$ cat config.mk
export PLATFORM = sky130hd
export DESIGN_NAME = seq_sm_mul
export DESIGN_NICKNAME = d
export VERILOG_FILES = /design/src/rtl/seq_sm_mul_pkg.sv /design/src/rtl/seq_sm_mul_dp.sv /design/src/rtl/seq_sm_mul.sv
export SDC_FILE = /design/constraint.sdc
export NUM_CORES = 1
export LEC_CHECK = 0
export ABC_AREA = 1
export BUFFER_PORTS_ARGS = -buffer_cell sky130_fd_sc_hd__buf_2
export CAP_MARGIN = 10
export CELL_PAD_IN_SITES_DETAIL_PLACEMENT = 0
export CELL_PAD_IN_SITES_GLOBAL_PLACEMENT = 1
export CORE_MARGIN = 2
export CORE_UTILIZATION = 42
export CTS_BUF_LIST = sky130_fd_sc_hd__clkbuf_8
export DETAILED_ROUTE_END_ITERATION = 10
export PLACE_DENSITY = 0.8
export SLEW_MARGIN = 5
export SYNTH_ARGS = -nofsm -noshare
export SYNTH_HDL_FRONTEND = slang
export SYNTH_SLANG_ARGS = --single-unit
export TNS_END_PERCENT = 5
$ cat constraint.sdc
create_clock -name clk -period 2.3 [get_ports clk]
set_input_delay 0.115 -clock clk [delete_from_list [all_inputs] [get_ports clk]]
set_output_delay 0.115 -clock clk [all_outputs]
set_load 0.05 [all_outputs]
$ cat src/rtl/seq_sm_mul_pkg.sv
// seq_sm_mul_pkg: shared state encoding and width helpers for the sign-magnitude multiplier
package seq_sm_mul_pkg;
   typedef enum logic [1:0] {IDLE, RUN, FIN} state_t;
   function automatic int mag_w(input int w);
      return w - 1;
   endfunction
   function automatic int prod_w(input int w);
      return 2 * w - 1;
   endfunction
   function automatic int cnt_w(input int w);
      return $clog2(w);
   endfunction
endpackage

$ cat src/rtl/seq_sm_mul_dp.sv
// seq_sm_mul_dp: shift-and-add magnitude datapath, one multiplier bit per step
module seq_sm_mul_dp
   import seq_sm_mul_pkg::*;
#(
   parameter int W = 3,
   localparam int M = mag_w(W)
) (
   input  logic           clk,
   input  logic           rst,
   input  logic           load,
   input  logic           step,
   input  logic [M-1:0]   mag_a_in,
   input  logic [M-1:0]   mag_b_in,
   output logic [2*M-1:0] acc_nxt,
   output logic           b_last
);
   logic [2*M-1:0] mag_a, mag_b, acc;
   // accumulator value after the current step, and whether the multiplier runs out of ones
   always_comb begin
      acc_nxt = acc + (mag_b[0] ? mag_a : '0);
      b_last  = (mag_b >> 1) == '0;
   end
   // operand capture on load, then add-and-shift on every step
   always_ff @(posedge clk or posedge rst) begin
      if (rst) begin
         mag_a <= '0;
         mag_b <= '0;
         acc   <= '0;
      end else if (load) begin
         mag_a <= (2*M)'(mag_a_in);
         mag_b <= (2*M)'(mag_b_in);
         acc   <= '0;
      end else if (step) begin
         acc   <= acc_nxt;
         mag_a <= mag_a << 1;
         mag_b <= mag_b >> 1;
      end
   end
endmodule

$ cat src/rtl/seq_sm_mul.sv
// seq_sm_mul: sequential sign-magnitude multiplier with start/busy/done handshake (optional SEQ_SM_MUL_EARLY_TERM_EN)
module seq_sm_mul
   import seq_sm_mul_pkg::*;
#(
   parameter int W = 3,
   localparam int PW = prod_w(W)
) (
   input  logic          clk,
   input  logic          rst,
   input  logic          start,
   input  logic [W-1:0]  a,
   input  logic [W-1:0]  b,
   output logic          busy,
   output logic          done,
   output logic [PW-1:0] p
);
   localparam int M  = mag_w(W);
   localparam int CW = cnt_w(W);
`ifdef SEQ_SM_MUL_EARLY_TERM_EN
   localparam bit EARLY = 1'b1;
`else
   localparam bit EARLY = 1'b0;
`endif
   state_t         state, state_nxt;
   logic [CW-1:0]  cnt;
   logic           sign, load, step, fin, b_last;
   logic [2*M-1:0] acc_nxt;
   seq_sm_mul_dp #(.W(W)) u_dp (
      .clk      (clk),
      .rst      (rst),
      .load     (load),
      .step     (step),
      .mag_a_in (a[W-2:0]),
      .mag_b_in (b[W-2:0]),
      .acc_nxt  (acc_nxt),
      .b_last   (b_last)
   );
   // control decode: accept start whenever not running, finish when bits are exhausted
   always_comb begin
      load      = start && state != RUN;
      step      = state == RUN;
      fin       = step && (cnt == CW'(1) || (EARLY && b_last));
      state_nxt = load ? RUN : fin ? FIN : state;
      busy      = step;
   end
   // state register
   always_ff @(posedge clk or posedge rst) begin
      if (rst) state <= IDLE;
      else     state <= state_nxt;
   end
   // bit counter, sign, and result register; zero magnitude always yields a positive sign
   always_ff @(posedge clk or posedge rst) begin
      if (rst) begin
         cnt  <= '0;
         sign <= 1'b0;
         done <= 1'b0;
         p    <= '0;
      end else begin
         done <= fin;
         if (load) begin
            cnt  <= CW'(M);
            sign <= a[W-1] ^ b[W-1];
         end else if (step) begin
            cnt  <= cnt - CW'(1);
         end
         if (fin) p <= {sign & (|acc_nxt), acc_nxt};
      end
   end
endmodule

==> impl_metrics.env <==
export IMPL_outcome="finished with violations"
export IMPL_violations="negative hold slack"
export IMPL_final_layout_size_suffix_gt1_share_pct=17.86
export IMPL_p_int_mw=0.8613
export IMPL_overflow=0
export IMPL_hpwl_mm=1.453
export IMPL_relSlewSlack_pct=47.12
export IMPL_place_congestion=0.8070
export IMPL_period_share_pct=75.36
export IMPL_drt_iter0_drc=16
export IMPL_wl_mm=1.922
export IMPL_yosys_area_top_type="dfrtp_1"
export IMPL_num_rows=17
export IMPL_synth_xor_area_share_pct=0.8454
export IMPL_netlist_area_sq_um=1036
export IMPL_cts_tree="yes"
export IMPL_synth_top_family_by_area="simple AND/OR/NAND/NOR gates"
export IMPL_synth_most_common_cell="nand2_1"
export IMPL_boundaryPins=16
export IMPL_synthTopCellsByCount="nand2_1, inv_1, dfrtp_1"
export IMPL_n_antenna_cell=0
export IMPL_synthSimpleGateAreaFrac_pct=22.34
export IMPL_grt_use_total_pct=17.53
export IMPL_cts_buffers=3
export IMPL_worstSetupStartpointType="register"
export IMPL_layout_min_cycle_time_ps=1733
export IMPL_yosys_top_cells_area="dfrtp_1, nand2_1, inv_1, ha_1, o21ai_0"
export IMPL_antenna_found_initial=0
export IMPL_timing_rr_end="p[4]"
export IMPL_reg2reg_depth=10
export IMPL_skew_ps=4.837
export IMPL_synth_flop_cell="dfrtp_1"
export IMPL_ant_nets=0
export IMPL_rsz0062_at_grt="false"
export IMPL_fin_area_sq_um=1181
export IMPL_timing_final_max_slew_violations=0
export IMPL_worst_setup_path_end_kind="register"
export IMPL_synth_seq_cells=21
export IMPL_path_clk_slew_ps=80
export IMPL_synth_seq_area_share_pct=50.72
export IMPL_ir_drop_uv=946.9
export IMPL_synthArstFlopShare_pct=100.0
export IMPL_core_sq_um=2276
export IMPL_synth_cells=122
export IMPL_switching_share_pct=47.14
export IMPL_dpl_cell_area_sq_um=1135
export IMPL_reg2reg_from="u_dp.mag_b[0]"
export IMPL_portBuffers=15
export IMPL_synth_distinct_cells=21
export IMPL_die_area_sq_um=2880
export IMPL_final_hold_viol_count=18
export IMPL_p_clk_share_pct=14.8
export IMPL_cts_sinks=21
export IMPL_rrSetupSlack_ps=570
export IMPL_syn_num_nets=136
export IMPL_drv_cap=0
export IMPL_holdBufCountCts=0
export IMPL_fin_util_pct=51.90
export IMPL_leakagePower_nw=0.6680
export IMPL_p_total_mw=1.629
export IMPL_synth_edf_count=0
export IMPL_synth_adder_area_share_pct=6.763
export IMPL_cp_arrival_ps=1900
export IMPL_pwr_share_comb_pct=47.6
export IMPL_grt_pass1_wl_mm=3.594
export IMPL_setup_viol=0
export IMPL_cellPowerDensity_nw_per_um2=1380
export IMPL_wl_per_cell_um=11.44
export IMPL_synth_top_area_share_pct=50.72
export IMPL_p_seq_share_pct=37.6
export IMPL_cts_resized=0
export IMPL_insertion_delay_ps=260
export IMPL_initial_core_util_pct=45.52
export IMPL_synth_compound_area_share_pct=9.420
export IMPL_whs_ps=-10.26
export IMPL_worstSetupPathType="reg -> reg"
export IMPL_yosysWarnings=0
export IMPL_tns_ps=0
export IMPL_drt_pass1_iterations=4
export IMPL_synth_area_mux_share_pct=0
export IMPL_worstMarginPinSlew_ps=792.3
export IMPL_floorplan_die_height_um=53.67
export IMPL_first_global_vias=808
export IMPL_clockBufferDepth=2
export IMPL_critical_path_peak_fanout=7
export IMPL_p_switching_mw=0.7681
export IMPL_min_delay_path_class="in -> async"
export IMPL_area_delta_synth_final_pct=14.01
export IMPL_fmax_mhz=576.9
export IMPL_routed_via_density=4.940
export IMPL_grt_max_degree=22
export IMPL_required_ps=2460
export IMPL_drc_errors=0
export IMPL_post_cts_buffers=0
export IMPL_final_nets=155
export IMPL_vias=830
export IMPL_clockRootBuffer="clkbuf_8"
export IMPL_fp_dieW_um=53.67
export IMPL_h_tree_depth=1
export IMPL_synth_area_per_cell_sq_um=8.492
-- kinds of logic (layout without fill, tap and decap cells) --
group,after synthesis,after routing
flops,21,21
buf+inv,24,42
fa+ha+maj,5,5
xor+xnor,1,1
simple gates,54,54
compound gates,17,17
-- registers in the layout (all words and copies together), names as in the netlist --
signal	flops
u_dp.acc	4
p	5
sign	1
u_dp.mag_b	2
u_dp.mag_a	4
cnt	2
state	2
done	1
-- power by group through the flow --
stage / Combinational (mW) / Clock, mW / Sequential, mW
3_5_place_dp: 0.787 / 0 / 0.619
5_1_grt: 0.882 / 0.260 / 0.637
6_report: 0.775 / 0.241 / 0.613
4_1_cts: 0.790 / 0.252 / 0.614
3_3_place_gp: 0.779 / 0 / 0.616
2_1_floorplan: 0.510 / 0 / 0.726
-- placed cells by master, fill, tap and decap left out, drive strengths merged, types with 2 or more instances in the layout --
cell,n
dfrtp,21
ha,4
nand3,5
o22ai,2
clkbuf,3
buf,15
nand2,43
o21ai,10
inv,23
nor2,6
a21oi,2
-- area by class of cell --
cell class | instances | area, sq um
repair buffers | 15 | 75.07
inverters | 23 | 91.34
well taps | 28 | 35.03
fillers | 220 | 1095
clock buffers | 3 | 41.29
clock inverters | 1 | 5.005
flip-flops and latches | 21 | 525.5
multi-input cells | 77 | 407.9
-- per-layer routing --
layer | wire length [um] | up-vias | share of wire, % | GRT usage [%]
li1 | - | 417 | - | -
met1 | 941 | 399 | 49 | 23.93
met2 | 901 | 12 | 47 | 27.03
met3 | 52 | 2 | 2.7 | 3.333
met4 | 27 | 0 | 1.4 | 7.692
met5 | 0 | - | 0 | 0
-- through the flow --
| stage | std cells | setup WS (ps) |
|---|---|---|
| 2_1_floorplan | 122 | 663.3 |
| 3_3_place_gp | 164 | 585.9 |
| 3_5_place_dp | 164 | 554.7 |
| 4_1_cts | 168 | 539.2 |
| 5_1_grt | 168 | 402.3 |
| 6_report | 168 | 566.6 |
-- critical path, stage by stage, from the launching register on --
cell and delay, ps:
dfrtp_1 440, nand2_1 90, inv_1 40, ha_1 210
fa_1 430, inv_1 90, nand2_1 50, nor2_1 100
nand3_1 80, nand2_1 60, nand2_1 40
-- worst max-delay path by stage --
stage	startpoint	end
2_1_floorplan	u_dp.mag_b[0]	p[4]
3_3_place_gp	u_dp.mag_b[0]	p[4]
3_5_place_dp	u_dp.mag_b[0]	p[4]
4_1_cts	u_dp.mag_b[0]	p[4]
5_1_grt	u_dp.mag_b[0]	p[4]
6_report	u_dp.mag_b[0]	p[4]
No activity file was read; power rests on OpenSTA's default activity.
